--- config.mk ---
export PLATFORM = sky130hd
export DESIGN_NAME = usb_fifo_bridge
export DESIGN_NICKNAME = d
export VERILOG_FILES = /design/src/rtl/usb_fifo_pkg.sv /design/src/rtl/sync_byte_fifo.sv /design/src/rtl/usb_fifo_bridge.sv
export SDC_FILE = /design/constraint.sdc
export NUM_CORES = 1
export LEC_CHECK = 0
export ABC_AREA = 0
export BUFFER_PORTS_ARGS = -buffer_cell sky130_fd_sc_hd__buf_2
export CAP_MARGIN = 20
export CORE_ASPECT_RATIO = 0.6
export CORE_UTILIZATION = 45
export CTS_BUF_LIST = sky130_fd_sc_hd__clkbuf_16
export DETAILED_ROUTE_END_ITERATION = 10
export PLACE_DENSITY = 0.63
export SYNTH_ARGS = -nofsm -noshare
export SYNTH_HDL_FRONTEND = slang
export SYNTH_HIERARCHICAL = 1
export SYNTH_SLANG_ARGS = --single-unit
--- constraint.sdc ---
create_clock -name clk_i -period 3 [get_ports clk_i]
set_input_delay 0.15 -clock clk_i [delete_from_list [all_inputs] [get_ports clk_i]]
set_output_delay 0.15 -clock clk_i [all_outputs]
set_load 0.01 [all_outputs]
--- src/rtl/usb_fifo_pkg.sv ---
// usb_fifo_pkg: register indices, field positions and reset values for usb_fifo_bridge.
package usb_fifo_pkg;
    typedef enum logic [1:0] {
        REG_DATA   = 2'd0,
        REG_STATUS = 2'd1,
        REG_CTRL   = 2'd2,
        REG_RSVD   = 2'd3
    } reg_idx_e;
    localparam int DATA_VALID  = 31;
    localparam int ST_RX_EMPTY = 16;
    localparam int ST_RX_FULL  = 17;
    localparam int ST_TX_EMPTY = 18;
    localparam int ST_TX_FULL  = 19;
    localparam int ST_TX_OVF   = 20;
    localparam int ST_RX_UDF   = 21;
    localparam int CTRL_RX_IRQ_EN = 16;
    localparam int CTRL_TX_IRQ_EN = 17;
    localparam int CTRL_FLUSH_TX  = 18;
    localparam int CTRL_FLUSH_RX  = 19;
    localparam logic [7:0] RX_THRESH_RST = 8'd1;
    localparam logic [7:0] TX_THRESH_RST = 8'd0;
endpackage

--- src/rtl/sync_byte_fifo.sv ---
// sync_byte_fifo: single-clock FIFO; push while full and pop while empty are ignored, flush wins.
module sync_byte_fifo #(
    parameter int WIDTH = 8,
    parameter int DEPTH = 16
) (
    input  logic                       clk_i,
    input  logic                       rstn_i,
    input  logic                       push,
    input  logic                       pop,
    input  logic                       flush,
    input  logic [WIDTH-1:0]           din,
    output logic [WIDTH-1:0]           head,
    output logic [$clog2(DEPTH):0]     count,
    output logic                       full,
    output logic                       empty
);
    localparam int AW = $clog2(DEPTH);
    localparam int CW = AW + 1;
    logic [WIDTH-1:0] mem [DEPTH];
    logic [AW-1:0] wr_ptr, rd_ptr;
    logic do_push, do_pop;
    assign full    = count == CW'(DEPTH);
    assign empty   = count == '0;
    assign do_push = push & !full;
    assign do_pop  = pop & !empty;
    assign head    = mem[rd_ptr];
    always_ff @(posedge clk_i or negedge rstn_i) begin
        if (!rstn_i) begin
            wr_ptr <= '0;
            rd_ptr <= '0;
            count  <= '0;
        end else if (flush) begin
            wr_ptr <= '0;
            rd_ptr <= '0;
            count  <= '0;
        end else begin
            wr_ptr <= wr_ptr + AW'(do_push);
            rd_ptr <= rd_ptr + AW'(do_pop);
            count  <= count + CW'(do_push) - CW'(do_pop);
        end
    end
    always_ff @(posedge clk_i) begin
        if (do_push) mem[wr_ptr] <= din;
    end
endmodule

--- src/rtl/usb_fifo_bridge.sv ---
// usb_fifo_bridge: CPU-bus register front end for the USB_CDC TX/RX byte FIFOs.
module usb_fifo_bridge
    import usb_fifo_pkg::*;
#(
    parameter int DATA_W   = 8,
    parameter int BUS_W    = 32,
    parameter int TX_DEPTH = 16,
    parameter int RX_DEPTH = 16
) (
    input  logic              clk_i,
    input  logic              rstn_i,
    input  logic              sel_i,
    input  logic              read_i,
    input  logic              write_i,
    input  logic [1:0]        addr_i,
    input  logic [BUS_W-1:0]  data_i,
    output logic [BUS_W-1:0]  data_o,
    output logic              rx_irq_o,
    output logic              tx_irq_o,
    output logic [DATA_W-1:0] in_data_o,
    output logic              in_valid_o,
    input  logic              in_ready_i,
    input  logic [DATA_W-1:0] out_data_i,
    input  logic              out_valid_i,
    output logic              out_ready_o
);
    localparam int TCW = $clog2(TX_DEPTH) + 1;
    localparam int RCW = $clog2(RX_DEPTH) + 1;
    logic [DATA_W-1:0] rx_head;
    logic [TCW-1:0] tx_count;
    logic [RCW-1:0] rx_count;
    logic tx_full, tx_empty, rx_full, rx_empty, tx_ovf, rx_udf, rx_irq_en, tx_irq_en;
    logic rd_en, wr_en, cpu_push, cpu_pop, ctrl_wr, stat_wr, flush_tx, flush_rx;
    logic [7:0] rx_thresh, tx_thresh, rx_cnt8, tx_cnt8;
    logic [BUS_W-1:0] data_word, status_word, ctrl_word, rd_data;
    logic unused_bits;
    reg_idx_e idx;
    assign idx         = reg_idx_e'(addr_i);
    assign rd_en       = sel_i & read_i & !write_i;
    assign wr_en       = sel_i & write_i;
    assign cpu_push    = wr_en && idx == REG_DATA;
    assign cpu_pop     = rd_en && idx == REG_DATA;
    assign ctrl_wr     = wr_en && idx == REG_CTRL;
    assign stat_wr     = wr_en && idx == REG_STATUS;
    assign flush_tx    = ctrl_wr & data_i[CTRL_FLUSH_TX];
    assign flush_rx    = ctrl_wr & data_i[CTRL_FLUSH_RX];
    assign rx_cnt8     = 8'(rx_count);
    assign tx_cnt8     = 8'(tx_count);
    assign in_valid_o  = !tx_empty;
    assign out_ready_o = !rx_full;
    assign rx_irq_o    = rx_irq_en & (rx_cnt8 >= rx_thresh) & !rx_empty;
    assign tx_irq_o    = tx_irq_en & (tx_cnt8 <= tx_thresh);
    assign unused_bits = ^data_i[BUS_W-1:22];
    sync_byte_fifo #(.WIDTH(DATA_W), .DEPTH(TX_DEPTH)) u_tx (
        .clk_i(clk_i), .rstn_i(rstn_i), .push(cpu_push), .pop(in_ready_i), .flush(flush_tx),
        .din(data_i[DATA_W-1:0]), .head(in_data_o), .count(tx_count), .full(tx_full), .empty(tx_empty)
    );
    sync_byte_fifo #(.WIDTH(DATA_W), .DEPTH(RX_DEPTH)) u_rx (
        .clk_i(clk_i), .rstn_i(rstn_i), .push(out_valid_i), .pop(cpu_pop), .flush(flush_rx),
        .din(out_data_i), .head(rx_head), .count(rx_count), .full(rx_full), .empty(rx_empty)
    );
    always_comb begin
        data_word = '0;
        data_word[DATA_W-1:0] = rx_empty ? '0 : rx_head;
        data_word[DATA_VALID] = !rx_empty;
        status_word = '0;
        status_word[7:0] = rx_cnt8;
        status_word[15:8] = tx_cnt8;
        status_word[ST_RX_EMPTY] = rx_empty;
        status_word[ST_RX_FULL] = rx_full;
        status_word[ST_TX_EMPTY] = tx_empty;
        status_word[ST_TX_FULL] = tx_full;
        status_word[ST_TX_OVF] = tx_ovf;
        status_word[ST_RX_UDF] = rx_udf;
        ctrl_word = '0;
        ctrl_word[7:0] = rx_thresh;
        ctrl_word[15:8] = tx_thresh;
        ctrl_word[CTRL_RX_IRQ_EN] = rx_irq_en;
        ctrl_word[CTRL_TX_IRQ_EN] = tx_irq_en;
        rd_data = idx == REG_DATA   ? data_word   :
                  idx == REG_STATUS ? status_word :
                  idx == REG_CTRL   ? ctrl_word   : '0;
    end
    // data_o feeds a wired-OR read bus, so it is forced to zero outside the read-response cycle
    always_ff @(posedge clk_i or negedge rstn_i) begin
        if (!rstn_i) begin
            data_o    <= '0;
            tx_ovf    <= 1'b0;
            rx_udf    <= 1'b0;
            rx_thresh <= RX_THRESH_RST;
            tx_thresh <= TX_THRESH_RST;
            rx_irq_en <= 1'b0;
            tx_irq_en <= 1'b0;
        end else begin
            data_o <= rd_en ? rd_data : '0;
            tx_ovf <= (cpu_push & tx_full) | (tx_ovf & !(stat_wr & data_i[ST_TX_OVF]));
            rx_udf <= (cpu_pop & rx_empty) | (rx_udf & !(stat_wr & data_i[ST_RX_UDF]));
            if (ctrl_wr) begin
                rx_thresh <= data_i[7:0];
                tx_thresh <= data_i[15:8];
                rx_irq_en <= data_i[CTRL_RX_IRQ_EN];
                tx_irq_en <= data_i[CTRL_TX_IRQ_EN];
            end
        end
    end
endmodule
==> impl_metrics.toml, run 1 <==
[status]
status = "finished clean"

[worst_setup_path]
cp_data_required_time_ns = 3.47
critPathCaptureType = "flip-flop"
worstRegToRegCells = 13
r2r_slack_ns = 0.22
startpoint_type = "flip-flop"
cp_max_fo = 4
worstSetupPathType = "reg2reg"
crit_arrival_ns = 3.25
reg2reg_to = "u_rx/count[4]"
worstReg2RegStart = "u_rx/count[2]"

[worst_hold_path]
min_path_type = "in2reg"
hp-start = "data_i[1]"
hold_end = "u_tx/mem[13][1]"
hold_depth = 1

[logic_synthesis]
ys_seq_area_share_pct = 69.81
synth_top_area_share_pct = 57.00
ys_seq_elements = 325
avgSynthCellArea_sq_um = 18.05
netlist_area_sq_um = 13490
synthCells = 747
synth_cell_types = 48
synth.area.top_cells = "edfxtp_1, dfrtp_1, mux4_1, mux4_2, ha_1"
yosysTopAreaCell = "edfxtp_1"
synth_edf_count = 256
synth-main-ff-cell = "edfxtp_1"
synth_common_cells = "edfxtp_1, dfrtp_1, nor2_1"
yosysMostFrequentCell = "edfxtp_1"
async_flop_share_pct = 21.23
yosysWarningCount = 6

[timing]
max_slew_margin_pct = 43.14
fin_crit_ns = 2.782
worst_clock_skew_ns = 0.01485
period_share_pct = 92.72
hold_viol_final = 0
max_freq_mhz = 359.5
worst_pin_slew_ns = 0.8529
setup_ws_ns = 0.2183
rsz0062_at_grt = "false"
drv_slew = 0
setup_viol = 0
fin_tns_setup_ns = 0

[clock_network]
cts_tree = "yes"
path_clk_slew_ns = 0.06
cts-root-buf = "clkbuf_16"
post_cts_buffers = 0
clk_path_buf_depth = 3
numCtsBuffers = 30
htree_levels = 1
clock_sink_count = 325
clock_latency_ns = 0.56

[finish]
num_antenna_cells = 0
drive_above_1_share_pct = 23.58
design_area_sq_um = 15750
fin_nets = 974
area_growth_pct = 16.76

[routing]
first_iter_violations = 714
firstDrtPassIters = 5
viasPerCell = 5.423
wl_per_cell_microns = 20.91
routed_wl_microns = 27520
drc = 0
ant_nets = 0
vias = 7137

[global_routing]
gr-usage-all-layers_pct = 18.36
overflow = 0
grt_max_degree = 70
grt_pass1_vias = 6857
grt_pass1_wl_microns = 41730
grt_antenna_before_repair = 0

[placed_design]
io_buffers = 73
place.gp.congestion = 0.7912
dp_slack_ns = 0.1451
dpl_cell_area_sq_um = 14460
dp_hpwl_microns = 18040

[die]
start_util_pct = 46.30
dieArea_sq_um = 30690
io_pins = 93
die_w_microns = 225.5
coreArea_sq_um = 29130
dieHeight_microns = 136.1
rows = 48

[pwr]
pwr_density_cell_nw_per_um2 = 822.3
p_total_mw = 12.95
ir_drop_mv = 0.3943
p_leak_nw = 5.969

[run]
max_cap_viol_count = 0
## cell usage in the layout (no fill, tap or decap), drive strengths merged, types with 3 or more instances in the layout
cell type	instances
and2	9
mux4	64
xnor2	6
ha	30
buf	118
edfxtp	256
nor2	47
o21ai	3
a22o	11
a21oi	7
xor2	6
nor3b	3
inv	42
nand3b	5
clkbuf	31
nand2b	7
bufinv	4
nor2b	19
mux2	18
a21o	3
nand2	23
a22oi	37
and2b	3
conb	9
a2bb2oi	5
nor3	14
dfrtp	68
dlygate4sd3	29
clkinv	10
nand3	10
## registers in the layout, summed over array words and instances, names as in the netlist
name,flops
tx_thresh,8
u_tx/rd_ptr,4
u_rx/count,5
u_rx/rd_ptr,4
rx_udf,1
tx_irq_en,1
u_rx/mem,128
u_tx/count,5
rx_thresh,8
tx_ovf,1
rx_irq_en,1
u_rx/wr_ptr,4
u_tx/wr_ptr,4
data_o,23
u_tx/mem,128
## critical path, stage by stage (launching register included)
cell and delay, ns:
dfrtp_1 0.41, inv_1 0.08, ha_1 0.21, and4bb_1 0.24, nand2b_1 0.21, ha_1 0.30, inv_1 0.06, ha_1 0.17
inv_1 0.06, fa_1 0.37, nor2b_1 0.20, o21bai_1 0.10, nand3_1 0.09, nor3b_1 0.20
## per-stage QoR
step	utilization, %	hold slack (ns)	cells
after CTS	54.02	0.0008293	1316
final	54.06	0.01439	1316
after detailed placement	49.66	0.3114	1232
after floorplan	-	-0.1456	755
after global placement	49.66	0.3195	1232
after global routing	54.06	0.004512	1316
## cells by family after synthesis
logic type,after synthesis,synth area share (%)
flops,325,69.81
other cells,1,0.02781
xor+xnor,12,0.7793
mux,82,13.19
compound gates,73,4.036
simple gates,149,5.965
fa+ha+maj,32,3.080
buf+inv,73,3.108
## worst max-delay path by stage
stage / startpoint / endpoint / slack, ns
floorplan: u_rx/count[3] / u_rx/count[4] / 0.007
global placement: u_tx/count[3] / u_tx/count[4] / 0.27
detailed placement: u_tx/count[3] / u_tx/count[4] / 0.15
CTS: u_tx/count[3] / u_tx/count[4] / 0.12
global route: u_rx/count[2] / u_rx/count[4] / 0.009
finish: u_rx/count[2] / u_rx/count[4] / 0.22
## layout make-up
cell class	count	area [sq um]
fillers	2338	13380
flip-flops and latches	325	9419
multi-input cells	357	3695
repair buffers	147	1033
clock buffers	31	775.7
well taps	400	500.5
clock inverters	24	203.9
inverters	32	120.1
## where the power goes
part | switching [mW] | total [mW] | internal (mW)
sequential | 0.397 | 5.70 | 5.30
combinational | 1.77 | 3.45 | 1.68
clock | 1.60 | 3.80 | 2.20
## layer usage
metal  vias to the layer above  track usage, %  share of wire [%]
met2                       210           23.82                 40
met4                         0           3.628                1.6
met1                      3672           31.32                 52
li1                       3218               -                  -
met3                        37           3.393                6.8
met5                         -               0                  0
## repair_timing
action | 4_1_cts | 5_1_grt
endpoints found under the setup margin | 0 | 2
hold buffers | 29 | 0
resized for setup | 0 | 3
endpoints found under the hold margin | 240 | 0
Note: power is estimated with default switching activity, not from simulation.
==> run 2: changes to the inputs <==
--- a/config.mk
+++ b/config.mk
@@ -12,7 +12,7 @@
 export CORE_UTILIZATION = 45
 export CTS_BUF_LIST = sky130_fd_sc_hd__clkbuf_16
 export DETAILED_ROUTE_END_ITERATION = 10
-export PLACE_DENSITY = 0.63
+export PLACE_DENSITY = 0.64
 export SYNTH_ARGS = -nofsm -noshare
 export SYNTH_HDL_FRONTEND = slang
 export SYNTH_HIERARCHICAL = 1
==> run 2 against run 1 <==
  * Sequential power down 0.7%
  * Register-to-register slack about the same
  * Routed wire length up 0.43%
  * Non-clock buffer count down 3
  * Critical endpoint unchanged
==> impl_metrics.toml, run 2 (synthesis gave the netlist of run 1 again) <==
[worst_setup_path]
cpPeakStageDelay_ns = 0.41
slowest_stage = "dfrtp_1"
startpoint = "u_rx/count[2]"
worstSetupPathType = "reg2reg"
cp_max_fo = 4
path_cells = "inv_1 > ha_1 > nor4b_1 > nor2b_1 > ha_1 > inv_1 > ha_1 > inv_1 > fa_1 > nor2b_1 > o21bai_1 > a21oi_1 > nor3b_1"
crit_arrival_ns = 3.20
crit_end = "u_rx/count[4]"
r2r_slack_ns = 0.21
worstReg2RegStart = "u_rx/count[2]"
worstRegToRegCells = 13
cp_data_required_time_ns = 3.41
startpoint_type = "flip-flop"
reg2reg_to = "u_rx/count[4]"
critPathCaptureType = "flip-flop"

[die]
die_w_microns = 225.5
dieHeight_microns = 136.1
rows = 48
start_util_pct = 46.30
coreArea_sq_um = 29130
io_pins = 93
dieArea_sq_um = 30690

[placed_design]
place.gp.congestion = 0.7845
dpl_cell_area_sq_um = 14430
dp_hpwl_microns = 17760
dp_slack_ns = 0.2641
io_buffers = 73

[routing]
first_iter_violations = 746
wl_per_cell_microns = 21.00
firstDrtPassIters = 4
routed_wl_microns = 27640
viasPerCell = 5.374
drc = 0
vias = 7072
ant_nets = 0

[pwr]
p_leak_nw = 5.931
ir_drop_mv = 0.4818
pwr_density_cell_nw_per_um2 = 819.2

[clock_network]
numCtsBuffers = 31
clock_latency_ns = 0.58
clk_path_buf_depth = 3
cts_tree = "yes"
cts-root-buf = "clkbuf_16"
clock_sink_count = 325
htree_levels = 1
path_clk_slew_ns = 0.06
cts-hold-fix-buffers = 31
cts_resized = 0
post_cts_buffers = 0

[finish]
design_area_sq_um = 15720
fill_cells = 2289
regArea_sq_um = 9418
multi_input_area_sq_um = 3682
drive_above_1_share_pct = 23.14
num_antenna_cells = 0
reg_top3 = "u_rx/mem (128), u_tx/mem (128), data_o (23)"
final_common_cell = "edfxtp_1"
fin_nets = 972
area_growth_pct = 16.55
final_cell_mix = "edfxtp_1, buf_2, dfrtp_1, nor2_1, buf_4"

[timing]
hold_viol_final = 0
period_share_pct = 92.89
max_freq_mhz = 358.8
max_slew_margin_pct = 40.86
setup_ws_ns = 0.2132
fin_crit_ns = 2.787
rsz0062_at_grt = "false"
setup_viol = 0
fin_tns_setup_ns = 0
drv_slew = 0
worst_pin_slew_ns = 0.8871
worst_clock_skew_ns = 0.02383

[global_routing]
grt_pass1_vias = 6947
grt_antenna_before_repair = 0
grt_max_degree = 70
overflow = 0
grt_pass1_wl_microns = 42010
gr-usage-all-layers_pct = 18.63

[run]
max_cap_viol_count = 0

[status]
status = "finished clean"

[worst_hold_path]
min_path_type = "in2reg"
==> run 2: worst max-delay path, delay by kind of cell, from the launching register on <==
kind / cells / cell delay (ns)
buf+inv: 3 / 0.20
simple gates: 4 / 0.75
flops: 1 / 0.41
fa+ha+maj: 4 / 1.01
compound gates: 2 / 0.25
==> run 2: worst min-delay path by stage <==
stage                     startpoint         endpoint  slack [ns]  depth (start not counted)
final                      addr_i[0]           tx_ovf        0.03                          2
after global routing       data_i[2]  u_tx/mem[10][2]        0.04                          1
after CTS                  addr_i[0]           tx_ovf       0.008                          2
after detailed placement      rstn_i        data_o[0]        0.33                          1
after global placement        rstn_i        data_o[1]        0.33                          1
after floorplan               rstn_i        data_o[0]       -0.15                          0
==> run 2: cell type report <==
type	instances	area share (%)
inverters	32	0.7641
well taps	400	3.184
clock inverters	27	1.313
multi-input cells	357	23.43
repair buffers	144	6.463
flip-flops and latches	325	59.91
clock buffers	31	4.935
==> run 2: through the flow <==
stage	utilization, %	power, mW	hold WS (ns)	std cells
4_1_cts	53.96	13.00	0.008142	1316
6_report	53.96	12.88	0.03249	1316
5_1_grt	53.96	13.53	0.03793	1316
2_1_floorplan	-	8.134	-0.1456	755
3_5_place_dp	49.53	9.162	0.3339	1227
3_3_place_gp	49.53	9.113	0.3251	1227
==> run 2: layer usage <==
| metal | GRT usage [%] | share of wire [%] | vias up |
|---|---|---|---|
| li1 | - | - | 3212 |
| met3 | 4.063 | 7.0 | 33 |
| met5 | 0 | 0 | - |
| met4 | 4.082 | 1.6 | 0 |
| met2 | 25.60 | 40 | 213 |
| met1 | 29.99 | 51 | 3614 |
==> run 2: power by group <==
part | leakage [nW] | switching [mW] | internal (mW) | total [mW]
Clock | 0.498 | 1.65 | 2.13 | 3.78
Sequential | 3.18 | 0.362 | 5.30 | 5.66
Combinational | 2.25 | 1.79 | 1.65 | 3.43
Total | 5.93 | 3.80 | 9.08 | 12.9
==> run 3: changes to the inputs <==
--- a/config.mk
+++ b/config.mk
@@ -6,11 +6,11 @@
 export NUM_CORES = 1
 export LEC_CHECK = 0
 export ABC_AREA = 0
+export ABC_CLOCK_PERIOD_IN_PS = 2400
 export BUFFER_PORTS_ARGS = -buffer_cell sky130_fd_sc_hd__buf_2
 export CAP_MARGIN = 20
 export CORE_ASPECT_RATIO = 0.6
 export CORE_UTILIZATION = 45
-export CTS_BUF_LIST = sky130_fd_sc_hd__clkbuf_16
 export DETAILED_ROUTE_END_ITERATION = 10
 export PLACE_DENSITY = 0.64
 export SYNTH_ARGS = -nofsm -noshare
==> constraint.sdc (replaced) <==
create_clock -name clk_i -period 2.4 [get_ports clk_i]
set_input_delay 0.12 -clock clk_i [delete_from_list [all_inputs] [get_ports clk_i]]
set_output_delay 0.12 -clock clk_i [all_outputs]
set_load 0.01 [all_outputs]
==> run 3 against run 2 <==
  * The flow now finishes with violations (setup timing)
  * Utilization is 2.2 points higher
  * Routed wire length is 6.2% higher
  * Final cell count is 4.1% higher
  * Non-clock buffer count is 58 higher
  * Register-to-register slack worse by 0.32 ns
  * Flip-flop and latch count stayed put
  * First-iteration DRC count is 23% lower
  * Clock-buffer cell count is 6 higher
  * Clock power is 14% higher
  * Via count is 4.8% higher
  * Worst setup slack worse by 0.32 ns
  * Design area is 4.2% higher
  * Critical endpoint is now u_tx/count[4]
==> impl_metrics.toml, run 3 (synthesis gave the netlist of run 1 again) <==
[routing]
wl_per_cell_microns = 21.42
ant_nets = 0
vias = 7410
routed_wl_microns = 29340
first_iter_violations = 577
viasPerCell = 5.409
firstDrtPassIters = 5
drc = 0

[die]
io_pins = 93
coreArea_sq_um = 29130
die_w_microns = 225.5
rows = 48
dieArea_sq_um = 30690
dieHeight_microns = 136.1
start_util_pct = 46.30

[timing]
period_share_pct = 104.3
hold_viol_final = 0
worst_clock_skew_ns = 0.02264
fin_crit_ns = 2.504
fin_tns_setup_ns = -0.1568
drv_slew = 0
setup_viol = 4
max_freq_mhz = 399.4
setup_ws_ns = -0.1037
rsz0062_at_grt = "true"
finalHoldWorstSlack_ns = 0.01995
worst_pin_slew_ns = 0.8847
max_slew_margin_pct = 41.02

[worst_hold_path]
hp-start = "data_i[5]"
min_path_type = "in2reg"

[global_routing]
grt_pass1_vias = 7446
grt_max_degree = 70
overflow = 0
grt_pass1_wl_microns = 44360
grt_antenna_before_repair = 0
gr-usage-all-layers_pct = 19.51

[worst_setup_path]
crit_arrival_ns = 2.99
worstRegToRegCells = 13
cp_max_fo = 2
critPathCaptureType = "flip-flop"
worstSetupPathType = "reg2reg"
worstReg2RegStart = "u_tx/count[2]"
startpoint_type = "flip-flop"
startpoint = "u_tx/count[2]"
cp_data_required_time_ns = 2.89
reg2reg_to = "u_tx/count[4]"
crit_end = "u_tx/count[4]"
r2r_slack_ns = -0.10

[finish]
final_cells = 1370
final_common_cell = "edfxtp_1"
num_antenna_cells = 0
drive_above_1_share_pct = 33.09
area_growth_pct = 21.40
design_area_sq_um = 16370
final_cell_mix = "edfxtp_1, buf_4, buf_2, dfrtp_1, nor2_1"
fin_nets = 1029
reg_top3 = "u_rx/mem (128), u_tx/mem (128), data_o (23)"

[placed_design]
dp_slack_ns = -0.1245
dpl_cell_area_sq_um = 14720
place_inst = 1262
io_buffers = 73
place.gp.congestion = 0.8143
dp_hpwl_microns = 18590

[clock_network]
clock_latency_ns = 0.57
path_clk_slew_ns = 0.07
clk_path_buf_depth = 3
htree_levels = 1
clock_sink_count = 325
cts-root-buf = "clkbuf_16"
cts_tree = "yes"
numCtsBuffers = 30

[status]
status = "finished with violations"
violations = "setup timing"

[pwr]
p_leak_nw = 6.163
pwr_density_cell_nw_per_um2 = 1041
ir_drop_mv = 0.6678

[run]
max_cap_viol_count = 0
==> run 3: cell types whose count changed in the layout (fill, tap and decap cells not counted), sizes merged <==
cell and delta:
buf +55, bufinv -3, clkbuf +7, clkinvlp -1, dlygate4sd3 +2, inv -6
==> run 3: timing repair <==
item	4_1_cts	5_1_grt
endpoints found under the hold margin	297	0
hold buffers	33	0
resized for setup	39	33
buffers inserted	13	7
gates cloned	2	1
endpoints found under the setup margin	10	14
pin swaps	8	23
==> run 3: worst min path at each step <==
| stage | slack (ns) | cells past startpoint | to |
|---|---|---|---|
| after floorplan | -0.18 | 0 | data_o[0] |
| after global placement | 0.29 | 1 | u_rx/count[1] |
| after detailed placement | 0.29 | 1 | u_rx/count[1] |
| after CTS | 0.00002 | 1 | u_tx/mem[13][2] |
| after global routing | 0.005 | 1 | u_tx/mem[4][2] |
| final | 0.02 | 1 | u_tx/mem[12][5] |
==> run 3: area by class of cell <==
| cell class | count | area (sq um) |
|---|---|---|
| clock buffer | 37 | 798.3 |
| clock inverter | 17 | 80.08 |
| fill | 2206 | 12750 |
| inverter | 32 | 120.1 |
| multi-input combinational | 357 | 3891 |
| sequential | 325 | 9418 |
| tap | 400 | 500.5 |
| timing repair buffer | 202 | 1565 |
==> run 3: per-stage QoR <==
| step | total power, mW | util (%) |
|---|---|---|
| 3_5_place_dp | 11.76 | 50.55 |
| 6_report | 17.05 | 56.21 |
| 3_3_place_gp | 11.68 | 50.55 |
| 5_1_grt | 17.91 | 56.21 |
| 2_1_floorplan | 10.20 | - |
| 4_1_cts | 16.67 | 55.64 |
==> run 3: worst max-delay path: stages (launching register included) <==
cell      delay, ns
dfrtp_1        0.39
inv_2          0.08
ha_4           0.13
nor4b_4        0.23
nor2b_2        0.09
ha_1           0.30
inv_1          0.07
ha_2           0.18
inv_2          0.04
fa_2           0.40
nor2b_4        0.16
o21bai_4       0.08
nand3_1        0.09
nor3b_4        0.18
==> run 3: metal layers <==
| metal | up-vias | global-route usage (%) | part of all wire (%) |
|---|---|---|---|
| met5 | - | 0 | 0 |
| met4 | 0 | 4.460 | 1.8 |
| met3 | 35 | 4.301 | 6.7 |
| met2 | 244 | 26.77 | 42 |
| met1 | 3825 | 31.31 | 50 |
| li1 | 3306 | - | - |
==> run 3: power breakdown <==
part | switching (mW) | total, mW | internal, mW
clock | 1.98 | 4.32 | 2.34
combinational | 2.72 | 5.67 | 2.95
sequential | 0.437 | 7.06 | 6.62
total | 5.13 | 17.0 | 11.9
